File: config.mk
export PLATFORM = sky130hd
export DESIGN_NAME = demux_rr_scheduler
export DESIGN_NICKNAME = d
export VERILOG_FILES = /design/src/rtl/demux_sched_pkg.sv /design/src/rtl/demux_timeout_timer.sv /design/src/rtl/demux_rr_scheduler.sv
export SDC_FILE = /design/constraint.sdc
export NUM_CORES = 1
export LEC_CHECK = 0
export BUFFER_PORTS_ARGS = -buffer_cell sky130_fd_sc_hd__buf_2
export CAP_MARGIN = 40
export CORE_MARGIN = 3
export CORE_UTILIZATION = 28
export CTS_CLUSTER_SIZE = 14
export DETAILED_ROUTE_END_ITERATION = 10
export MAX_ROUTING_LAYER = met4
export PLACE_DENSITY_LB_ADDON = 0.12
export SYNTH_ARGS = -nofsm -noshare
export SYNTH_HDL_FRONTEND = slang
export SYNTH_HIERARCHICAL = 1
export SYNTH_SLANG_ARGS = --single-unit
File: constraint.sdc
create_clock -name clk -period 2.84 [get_ports clk]
set_input_delay 0.142 -clock clk [delete_from_list [all_inputs] [get_ports clk]]
set_output_delay 0.142 -clock clk [all_outputs]
set_load 0.01 [all_outputs]
File: src/rtl/demux_sched_pkg.sv
// Shared constants and types for the round-robin demux sequencer.
package demux_sched_pkg;

  // Channel count and the select width that addresses those channels.
  localparam int unsigned NCH   = 4;
  localparam int unsigned SEL_W = 2;

  // Target selection modes, as driven on the mode input.
  localparam logic MODE_RR    = 1'b0;
  localparam logic MODE_FIXED = 1'b1;

  // IDLE: buffer empty. BUSY: buffer holds a word waiting for its target.
  typedef enum logic {
    IDLE = 1'b0,
    BUSY = 1'b1
  } state_t;

  // Next channel in rotation, wrapping 3 -> 0.
  function automatic logic [SEL_W-1:0] next_chan(input logic [SEL_W-1:0] ch);
    return ch + SEL_W'(1);
  endfunction

endpackage

File: src/rtl/demux_timeout_timer.sv
// Stall counter for the pending word. It counts cycles while enabled and
// pulses expire during the cycle in which the count reaches TIMEOUT-1. The
// count returns to zero on that cycle's edge so a retargeted word gets a
// fresh window. TIMEOUT=0 disables the expire pulse.
module demux_timeout_timer #(
  parameter int unsigned TIMEOUT = 8
) (
  input  logic clk,
  input  logic rst,
  input  logic clr,
  input  logic en,
  output logic expire
);

  localparam int unsigned TW = (TIMEOUT > 2) ? $clog2(TIMEOUT) : 1;
  localparam logic [TW-1:0] LAST = (TIMEOUT == 0) ? '0 : TW'(TIMEOUT - 1);

  logic [TW-1:0] count;

  assign expire = (TIMEOUT != 0) && en && (count == LAST);

  // Count stalled cycles; restart on clear or when the window expires.
  always_ff @(posedge clk) begin
    // NOTE: sequential state uses <= so every register samples pre-edge values.
    if (rst || clr) begin
      count <= '0;
    end else if (en) begin
      count <= expire ? '0 : count + TW'(1);
    end
  end

endmodule

File: src/rtl/demux_rr_scheduler.sv
// Sequencer for the 1-to-4 demux: buffers one word from a valid/ready
// producer and presents it to one of four consumers. The target is picked
// round-robin or fixed at capture; a round-robin word that stalls for
// TIMEOUT cycles is moved on to the next channel.
module demux_rr_scheduler
  import demux_sched_pkg::*;
#(
  parameter int unsigned WIDTH   = 1,
  parameter int unsigned TIMEOUT = 8,
  parameter int unsigned CNT_W   = 8
) (
  input  logic             clk,
  input  logic             rst,
  input  logic [WIDTH-1:0] in_data,
  input  logic             in_valid,
  output logic             in_ready,
  input  logic             mode,
  input  logic [SEL_W-1:0] sel_in,
  output logic [SEL_W-1:0] control,
  output logic [WIDTH-1:0] out_data,
  output logic [NCH-1:0]   out_valid,
  input  logic [NCH-1:0]   out_ready,
  output logic [CNT_W-1:0] sent_count,
  output logic [CNT_W-1:0] skip_count
);

  state_t           state;
  logic [SEL_W-1:0] ptr;
  logic [WIDTH-1:0] data_buf;
  logic             rr_word;    // pending word was captured in round-robin mode

  logic             busy;
  logic             out_fire;
  logic             in_fire;
  logic             expire;
  logic             skip;
  logic [SEL_W-1:0] ptr_next;
  logic [SEL_W-1:0] target;

  assign busy     = (state == BUSY);
  assign out_fire = busy && out_ready[control];
  assign in_ready = !rst && (!busy || out_ready[control]);
  assign in_fire  = in_valid && in_ready;
  assign skip     = expire && rr_word;
  assign out_data = data_buf;

  // Decode the one-hot valid from the current target; silent during reset.
  always_comb begin
    // NOTE: every always_comb output gets a default first so no latch is inferred.
    out_valid = '0;
    if (busy && !rst) begin
      out_valid = NCH'(1) << control;
    end
  end

  // Look ahead to the pointer value after this cycle's send so a word
  // captured back-to-back is targeted as if the send had already retired.
  always_comb begin
    ptr_next = ptr;
    if (out_fire && rr_word) begin
      ptr_next = next_chan(control);
    end
    target = (mode == MODE_FIXED) ? sel_in : ptr_next;
  end

  demux_timeout_timer #(
    .TIMEOUT (TIMEOUT)
  ) u_timer (
    .clk    (clk),
    .rst    (rst),
    .clr    (in_fire || out_fire || !busy),
    .en     (busy && !out_fire),
    .expire (expire)
  );

  // Buffer/target FSM with the transfer and skip counters.
  always_ff @(posedge clk) begin
    if (rst) begin
      state      <= IDLE;
      ptr        <= '0;
      control    <= '0;
      data_buf   <= '0;
      rr_word    <= 1'b0;
      sent_count <= '0;
      skip_count <= '0;
    end else begin
      case (state)
        IDLE: begin
          if (in_fire) begin
            state <= BUSY;
          end
        end
        BUSY: begin
          if (out_fire) begin
            sent_count <= sent_count + CNT_W'(1);
            ptr        <= ptr_next;
            if (!in_fire) begin
              state <= IDLE;
            end
          end else if (skip) begin
            control <= next_chan(control);
            if (skip_count != '1) begin
              skip_count <= skip_count + CNT_W'(1);
            end
          end
        end
        default: state <= IDLE;
      endcase

      // Capture overrides any skip retarget; a capture only happens when the
      // buffer is empty or draining, so the two never meet on a held word.
      if (in_fire) begin
        data_buf <= in_data;
        control  <= target;
        rr_word  <= (mode == MODE_RR);
      end
    end
  end

endmodule

-- Word-level counts from Yosys, hierarchy flattened
Cells that the tools add are included.
- bits in registers: 26
- input bits: 11
- output and inout port bits: 24
- word-level logic and storage cells: 53
- add/subtract/negate cells: 4
- order comparisons: 1
- eq/ne operators: 3
- shift-type cells: 1
- muxes and demuxes: 13
- bitwise logic cells: 3
- reduce and logical (&&, ||, !) cells: 20
- operator list (kind ; number):
    $add 8x1->8 const B ; 2
    $mux 2 ; 6
    $logic_and 1x1->1 ; 8
    $ne 8x8->1 const B ; 1
    $logic_or 1x1->1 ; 4
    $mux 4 ; 1
    $reduce_and 4->1 ; 1
    $reduce_bool 2->1 ; 2
    $shl 1x2->4 const A ; 1
    $add 3x1->3 const B ; 1
    $eq 3x3->1 const B ; 1
    $logic_not 1->1 ; 3
    $lt 2x3->1 const B ; 1
    $mux 1 ; 3
    $mux 3 ; 1
    $not 1->1 ; 3
    $reduce_and 3->1 ; 1
    $add 2x1->2 const B ; 1
    $bmux 1 s2 ; 1
    $ne 2x1->1 const B ; 1
    $pmux 1 s2 ; 1
    $reduce_and 2->1 ; 1

-- Logic depth before layout (Yosys ltp)
Gate-level depths: netlist of run 1.
- depth after elaboration: 11
- depth in mapped cells: 10
- mapped depth without buffers: 8

-- Hierarchy
The synthesis of run 1 kept the hierarchy.
- by module, submodules not included (module ; instances ; cells each ; area each (µm²) ; sequential area each (µm²)):
    demux_rr_scheduler ; 1 ; 133 ; 1281.2 ; 460.4
    demux_timeout_timer ; 1 ; 14 ; 155.1 ; 60.1

-- Worst setup path before layout of run 1
No wires, ideal clock.
- path type: register -> register
- start: reg control[0]
- end: reg skip_count[5]
- library setup time: 116 ps
- arrival: 2262 ps
- data required time: 2724 ps
- setup slack: 461 ps
- cell stages (with the launch flop): 11
- buffers on the path: 2
- clock period less this slack: 2379 ps
- cell sequence: dfxtp_1 buf_6 mux2i_2 a22oi_4 buf_6 inv_1 and2_1 nand2_2 nor4_4 a311oi_1 a41o_1
- longest elaborated chain between the ends: 8
- RTL lines (element ; line ; source):
    from (decl) ; demux_rr_scheduler.sv:19 ; output logic [SEL_W-1:0] control,
    from (signal assigned) ; demux_rr_scheduler.sv:101 ; control <= next_chan(control);
    from (signal assigned) ; demux_rr_scheduler.sv:114 ; control <= target;
    $bmux 1 s2 ; demux_rr_scheduler.sv:41 ; assign out_fire = busy && out_ready[control];
    $mux 1 (not written as such) ; demux_rr_scheduler.sv:41 ;
    $logic_and 1x1->1 ; demux_rr_scheduler.sv:41 ;
    $logic_not 1->1 ; demux_rr_scheduler.sv:72 ; .en (busy && !out_fire),
    $logic_and 1x1->1 ; demux_rr_scheduler.sv:72 ;
    $logic_and 1x1->1 ; demux_timeout_timer.sv:20 ; assign expire = (TIMEOUT != 0) && en && (count == LAST);
    via expire ; demux_rr_scheduler.sv:35 ; logic expire;
    $logic_and 1x1->1 ; demux_rr_scheduler.sv:44 ; assign skip = expire && rr_word;
    $reduce_and 4->1 (no line) ; -- ;
    to (signal assigned) ; demux_rr_scheduler.sv:103 ; skip_count <= skip_count + CNT_W'(1);
    to (decl) ; demux_rr_scheduler.sv:24 ; output logic [CNT_W-1:0] skip_count
The timed path passes the listed nets, and every way through them passes these cells. The select of a mux whose other input is x is not followed.
A chain may end at the register's enable or synchronous reset.

-- Worst setup path after layout of run 1
Same ends and word-level chain as after synthesis.

==> results.md, run 1 <==
- Grt total ovfl: 0
- Skew final: 5.655 ps
- DR pass1 iterations: 4
- Synthesized flop and latch total: 26
- Count of final hold-check violations: 0
- Ranking of synthesized cells by area: dfxtp_1, ha_1, mux2i_1
- Hold Path Class: in -> reg
- First-pass GRT wire length: 5.237 mm
- Fin crit period: 2423 ps
- Die extent in x: 77.63 µm
- Worst Path Required: 3010 ps
- Fmax: 412.6 MHz
- Largest net degree at the start of global routing: 30
- Overall power: 722.5 µW
- Layout cell share with drive strength beyond 1: 27.78%
- DP HPWL: 2.204 mm
- Routed Antenna Nets: 0
- Gpl congestion: 0.7459
- Worst-path fanout max: 9
- Critical R2R Launch: control[0]$_SDFFE_PP0P_
- Synth top area share: 36.24%
- Sink Count: 26
- Setup total negative slack: 0 ps
- # DRC: 0
- Commonest non-fill, non-tap cell in the layout: buf_2
- Comb pwr share: 13.0%
- Critical Path AT: 2600 ps
- Distinct cells, synth: 41
- FF-to-FF path depth: 8
- Die Ht: 77.63 µm
- Sw Ratio: 25.44%
- Final Setup Violations: 0
- Hold wc startpoint: mode
- Clk Latency, worst-skew pair: 270 ps
- Slew HR: 62.11%
- CTS Hold Buffers Added: 0
- Hold Path Cell Cnt: 2
- Vias per cell: 4.571
- Tightest Pin Transition: 568.3 ps
- CP Class: reg -> reg
- CTS tree: built
- DP Cell Count: 243
- Post-CTS sizing: 0
- CTS max path bufs: 2
- Critical Path Sink Type: flip-flop
- Sequential fraction of design power: 53.6%
- Final std cells w/o fill: 247
- Initial antenna violation count: 0
- Rows: 25
- Final setup slack of the worst path: 416.6 ps
- Area growth from synthesis to layout: 19.34%
- Number of I/O pins: 35
- Number of port buffers: 34
- DIE AREA: 6026 µm²
- Unrepaired setup endpoints after global routing: no
- Worst VDD drop: 0.0003361 V
- Synthesized net count: 166
- H-Tree Depth: 1
- Min Hold Slack: 114.4 ps
- Pint: 538.7 µW
- Switching pwr: 183.8 µW
- FF-to-FF End: skip_count[5]$_SDFFE_PP0P_
- Clk pin slew, worst setup/hold paths: 90 ps
- Vias in the first global route: 1082
- Clock Power Share: 33.4%
- Initial DRC count: 50
- Syn avg cell area: 9.771 µm²
- Most frequent cells in the layout: buf_2, dfxtp_1, nor2_1
- Status: finished, final reports clean
- Reg-to-reg slack, setup: 420 ps
- Gate Count Post-Synth: 147
- Tcrit/Tclk final: 85.33%
- Maxcap violations: 0
- All-Layer GR Usage: 10.88%
- Sequential area share after synthesis: 36.24%
- Pre-CTS WS: 406.8 ps
- Post-synth top area cell: dfxtp_1
- Startpoint Class: flip-flop
- Count of pins over their slew limit: 0
- Num CTS Buffers: 3
- DR vias: 1129
- Starting Density: 29.63%
- Power Density: 421.5 nW/µm²
- WL final: 3.007 mm
- Yosys warns: 6
- Core region area: 4848 µm²
- Post-CTS Setup Bufs: 0
- Final-stage net count: 200
- Routed WL per cell: 12.17 µm
- Synth Cell Area: 1436 µm²
- Root Driver: clkbuf_8
- # diodes: 0
- Leakage dissipation: 0.7440 nW
- Min-Delay Endpoint: rr_word$_SDFFE_PP0P_
power groups by stage:
stage | Sequential, mW | Combinational [mW] | Clock (mW)
detailed placement | 0.396 | 0.0950 | 0
CTS | 0.387 | 0.0957 | 0.252
global placement | 0.395 | 0.0945 | 0
floorplan | 0.392 | 0.0693 | 0
global route | 0.390 | 0.104 | 0.270
finish | 0.387 | 0.0942 | 0.241
state kept, by name, indices dropped and copies added (netlist names):
name           count
busy               1
control            2
out_data           1
ptr                2
rr_word            1
sent_count         8
skip_count         8
u_timer/count      3
how the worst max path moves through the flow:
stage	depth (start not counted)	start	to
final	8	control[0]$_SDFFE_PP0P_	skip_count[5]$_SDFFE_PP0P_
after global routing	8	control[0]$_SDFFE_PP0P_	skip_count[5]$_SDFFE_PP0P_
after CTS	8	control[0]$_SDFFE_PP0P_	skip_count[5]$_SDFFE_PP0P_
after detailed placement	8	control[0]$_SDFFE_PP0P_	skip_count[5]$_SDFFE_PP0P_
after global placement	8	control[0]$_SDFFE_PP0P_	skip_count[5]$_SDFFE_PP0P_
after floorplan	10	control[0]$_SDFFE_PP0P_	skip_count[5]$_SDFFE_PP0P_
layer usage:
metal,part of all wire [%],vias up,GRT usage (%)
li1,-,584,-
met1,50,521,13.80
met2,45,19,17.29
met3,4.7,5,3.132
met4,0.90,0,2.135
met5,0,-,-
synth_stat cells:
| master | n |
|---|---|
| a211oi_1 | 1 |
| a211oi_2 | 1 |
| a21o_2 | 1 |
| a21oi_1 | 5 |
| a22oi_4 | 1 |
| a311oi_1 | 4 |
| a41o_1 | 1 |
| and2_1 | 7 |
| and3_1 | 3 |
| and4_1 | 2 |
| buf_2 | 1 |
| buf_6 | 2 |
| clkbuf_1 | 3 |
| dfxtp_1 | 26 |
| ha_1 | 8 |
| inv_1 | 7 |
| mux2_2 | 1 |
| mux2i_1 | 7 |
| mux2i_2 | 1 |
| mux2i_4 | 1 |
| mux4_1 | 1 |
| nand2_1 | 3 |
| nand2_2 | 1 |
| nand2b_1 | 2 |
| nand3_1 | 6 |
| nand3b_1 | 2 |
| nand4_1 | 5 |
| nor2_1 | 18 |
| nor2b_1 | 2 |
| nor3_1 | 2 |
| nor4_1 | 1 |
| nor4_2 | 1 |
| nor4_4 | 1 |
| nor4b_2 | 1 |
| o21a_1 | 2 |
| o21ai_0 | 1 |
| o22ai_2 | 1 |
| o32ai_1 | 1 |
| or3b_1 | 1 |
| xnor2_1 | 6 |
| xor2_1 | 6 |
worst max-delay path: stages (launching register included):
cell	delay (ps)
dfxtp_1	560
mux2i_4	350
a22oi_4	110
inv_1	190
and2_1	170
nand2_2	150
nor4_4	420
a311oi_1	160
a41o_1	220
kinds of logic after synthesis:
| family | synth area share (%) |
|---|---|
| DFF | 36.24 |
| xor gates and xnor gates | 7.317 |
| muxes | 10.02 |
| AOI/OAI and AO/OA | 11.24 |
| buffers and inverters | 4.529 |
| adders and majority gates | 6.969 |
| and+or+nand+nor | 23.69 |
metrics by stage:
stage / instance area [µm²] / util, %
floorplan: 1436 / -
global placement: 1659 / 34.22
detailed placement: 1659 / 34.22
CTS: 1714 / 35.35
global route: 1714 / 35.35
finish: 1714 / 35.35
area by class of cell:
type                            count  area [µm²]
Fill cell                         521        3134
Inverter                            7       26.28
Timing Repair Buffer               35       177.7
Clock buffer                        4       55.05
Sequential cell                    26       520.5
Multi-Input combinational cell    108       850.8
Tap cell                           67       83.83
Note: power is estimated with default switching activity, not from simulation.
==> run 2: changes to the inputs <==
Settings changed: ABC_AREA from default to 1.
==> run 2 against run 1 <==
Critical path depth rose by 7. Largest cell class unchanged. Sequential share of layout area fell by 0.24 points. Cell count rose by 24%. Highest routed layer unchanged. Register-to-register slack improved by 130 ps. Total power fell by 1.5%. Critical path type unchanged. Die area barely moved. Flip-flop and latch count did not move. Combinational power fell by 8.0%. Synthesized cell count rose by 39%.
==> results.md, run 2 <==
- Count leader, synth: nand2_1
- DR pass1 iterations: 4 (unchanged)
- Slew HR: 67.70% (+5.6 points)
- CTS Hold Buffers Added: 0 (unchanged)
- Critical Path Sink Type: flip-flop
- Wl on met1: 1.681 mm (+12%)
- Startpoint Class: flip-flop
- Clk pin slew, worst setup/hold paths: 90 ps (about the same)
- Rows: 25 (unchanged)
- Vias in the first global route: 1207 (+12%)
- Synthesized flop and latch total: 26 (unchanged)
- Clk Latency, worst-skew pair: 270 ps (about the same)
- CTS tree: built
- Gate Count Post-Synth: 205 (+39%)
- Core Util, Final: 35.64% (+0.28 points)
- Fin crit period: 2296 ps (-127.6 ps)
- Sink Count: 26 (unchanged)
- Final std cells w/o fill: 307 (+24%)
- Area growth from synthesis to layout: 20.19%
- H-Tree Depth: 1 (unchanged)
- DIE AREA: 6030 µm² (about the same)
- Final setup slack of the worst path: 544.1 ps (+127.6 ps)
- Ys async rst share: 0% (unchanged)
- Commonest cells in the netlist: nand2_1, inv_1, dfxtp_1
- Synth top area share: 36.21% (about the same)
- # DRC: 0 (unchanged)
- Status: finished, final reports clean
- Skew final: 4.235 ps (-1.420 ps)
- Metal2 WL: 1.403 mm (+4.5%)
- Starting Density: 29.65% (about the same)
- WL final: 3.225 mm (+7.2%)
- Tcrit/Tclk final: 80.84% (-4.5 points)
- Initial DRC count: 57 (+14%)
- Critical Path AT: 2460 ps (-140 ps)
- Synthesized net count: 224 (+35%)
- Num CTS Buffers: 3 (unchanged)
- Fmax: 435.6 MHz (+5.6%)
- CTS max path bufs: 2 (unchanged)
- Maxcap violations: 0 (unchanged)
- Setup total negative slack: 0 ps (unchanged)
- Post-synth EDFFs: 0 (unchanged)
- Root Driver: clkbuf_8
- CP Class: reg -> reg
- First-pass GRT wire length: 5.644 mm (+7.8%)
- Sequential area share after synthesis: 36.21% (about the same)
- Routed WL per cell: 10.50 µm (-14%)
- Worst Path Required: 3010 ps (about the same)
- Vias per cell: 4.358 (-4.6%)
- Commonest non-fill, non-tap cell in the layout: nand2_1
- Most frequent cells in the layout: nand2_1, buf_2, inv_1
- All-Layer GR Usage: 11.62% (+0.74 points)
- Final Setup Violations: 0 (unchanged)
- Worst-path fanout max: 11 (+2)
- Synth Cell Area: 1438 µm² (about the same)
- Power Density: 411.8 nW/µm² (-2.3%)
- Largest net degree at the start of global routing: 15 (-50%)
- Grt total ovfl: 0 (unchanged)
- Ranking of synthesized cells by area: dfxtp_1, nand2_1, inv_1
- Hold Path Class: in -> reg
- Met3 wire len: 109 µm (-22%)
- Die Ht: 77.66 µm (about the same)
- Overall power: 711.6 µW (-1.5%)
- Number of I/O pins: 35 (unchanged)
- Leakage dissipation: 0.8065 nW (+8.4%)
- Most used cell along the critical path: inv_1
- Initial antenna violation count: 0 (unchanged)
- DP Cell Count: 303 (+25%)
- Tightest Pin Transition: 484.1 ps (-84.24 ps)
- Number of port buffers: 34 (unchanged)
- Syn avg cell area: 7.013 µm² (-28%)
- Yosys warns: 6 (unchanged)
- Largest registers: sent_count (8), skip_count (8), u_timer/count (3)
- Routed Antenna Nets: 0 (unchanged)
- Count of pins over their slew limit: 0 (unchanged)
- Post-synth top area cell: dfxtp_1
- Die extent in x: 77.66 µm (about the same)
- Worst path max stage delay: 440 ps (-120 ps)
- Uppermost routed layer: met4
- DR vias: 1338 (+19%)
- Unrepaired setup endpoints after global routing: no
- Distinct cells, synth: 23 (-44%)
- Cell Chain, Critical Path: inv_2 > nand2_1 > nand3_2 > nand2_4 > nand2_4 > inv_1 > nand2_1 > inv_1 > nand2_1 > inv_1 > o21ai_0 > nor2_2 > inv_1 > o21ai_0 > a21oi_1
- Top FF cell, synth: dfxtp_1
- Gpl congestion: 0.7361 (-1.3%)
- Post-CTS sizing: 0 (unchanged)
- Layout cell share with drive strength beyond 1: 21.25% (-6.5 points)
- Slowest-stage cell, CP: dfxtp_1
- # diodes: 0 (unchanged)
- Post-CTS Setup Bufs: 0 (unchanged)
- Final-stage net count: 260 (+30%)
- DP HPWL: 2.480 mm (+13%)
- Count of final hold-check violations: 0 (unchanged)
- Pre-CTS WS: 555.2 ps (+148.5 ps)
- Worst VDD drop: 0.0001718 V (-49%)
- Core region area: 4848 µm² (unchanged)
run 2: per-stage QoR:
| step | hold WS, ps | area [µm²] |
|---|---|---|
| 6_report | 105.9 | 1728 |
| 5_1_grt | 117.7 | 1728 |
| 4_1_cts | 102.3 | 1728 |
| 3_5_place_dp | 386.8 | 1673 |
| 3_3_place_gp | 381.8 | 1673 |
| 2_1_floorplan | 262.7 | 1438 |
run 2: area by class of cell:
cell class	count	area (µm²)
fillers	546	3120
clock buffers	4	55.05
multi-input cells	145	778.2
well taps	67	83.83
flip-flops and latches	26	520.5
repair buffers	35	177.7
inverters	30	112.6
run 2: path summary, 6_finish.rpt:
path	from	end	slack [ps]	depth (start not counted)
max	control[0]$_SDFFE_PP0P_	skip_count[0]$_SDFFE_PP0P_	540	15
min reg2reg	out_data$_SDFFE_PP0P_	out_data$_SDFFE_PP0P_	470	2
min	in_data	out_data$_SDFFE_PP0P_	110	3
max reg2reg	control[0]$_SDFFE_PP0P_	skip_count[0]$_SDFFE_PP0P_	540	15
run 2: power by group:
group	leakage (nW)	switching [mW]	internal, mW
clock network	0.0288	0.120	0.124
logic	0.567	0.0553	0.0314
registers	0.211	0.00899	0.372
total	0.807	0.184	0.527
run 2: cell families (layout without fill, tap and decap cells):
| group | Yosys count | in the layout | synth area share [%] |
|---|---|---|---|
| flops | 26 | 26 | 36.21 |
| fa+ha+maj | 8 | 8 | 6.963 |
| xor+xnor | 5 | 5 | 3.046 |
| compound gates | 32 | 32 | 12.10 |
| buf+inv | 34 | 69 | 9.660 |
| simple gates | 100 | 100 | 32.03 |
run 2: critical path, delay by kind of cell (launching register included):
family / cells / cell delay, ps
buffers and inverters: 5 / 590
and+or+nand+nor: 7 / 820
AOI/OAI and AO/OA: 3 / 330
DFF: 1 / 440
run 2: routing by layer:
layer | GRT usage, % | up-vias
li1 | - | 728
met1 | 16.11 | 584
met2 | 17.21 | 22
met3 | 1.856 | 4
met4 | 3.737 | 0
met5 | - | -
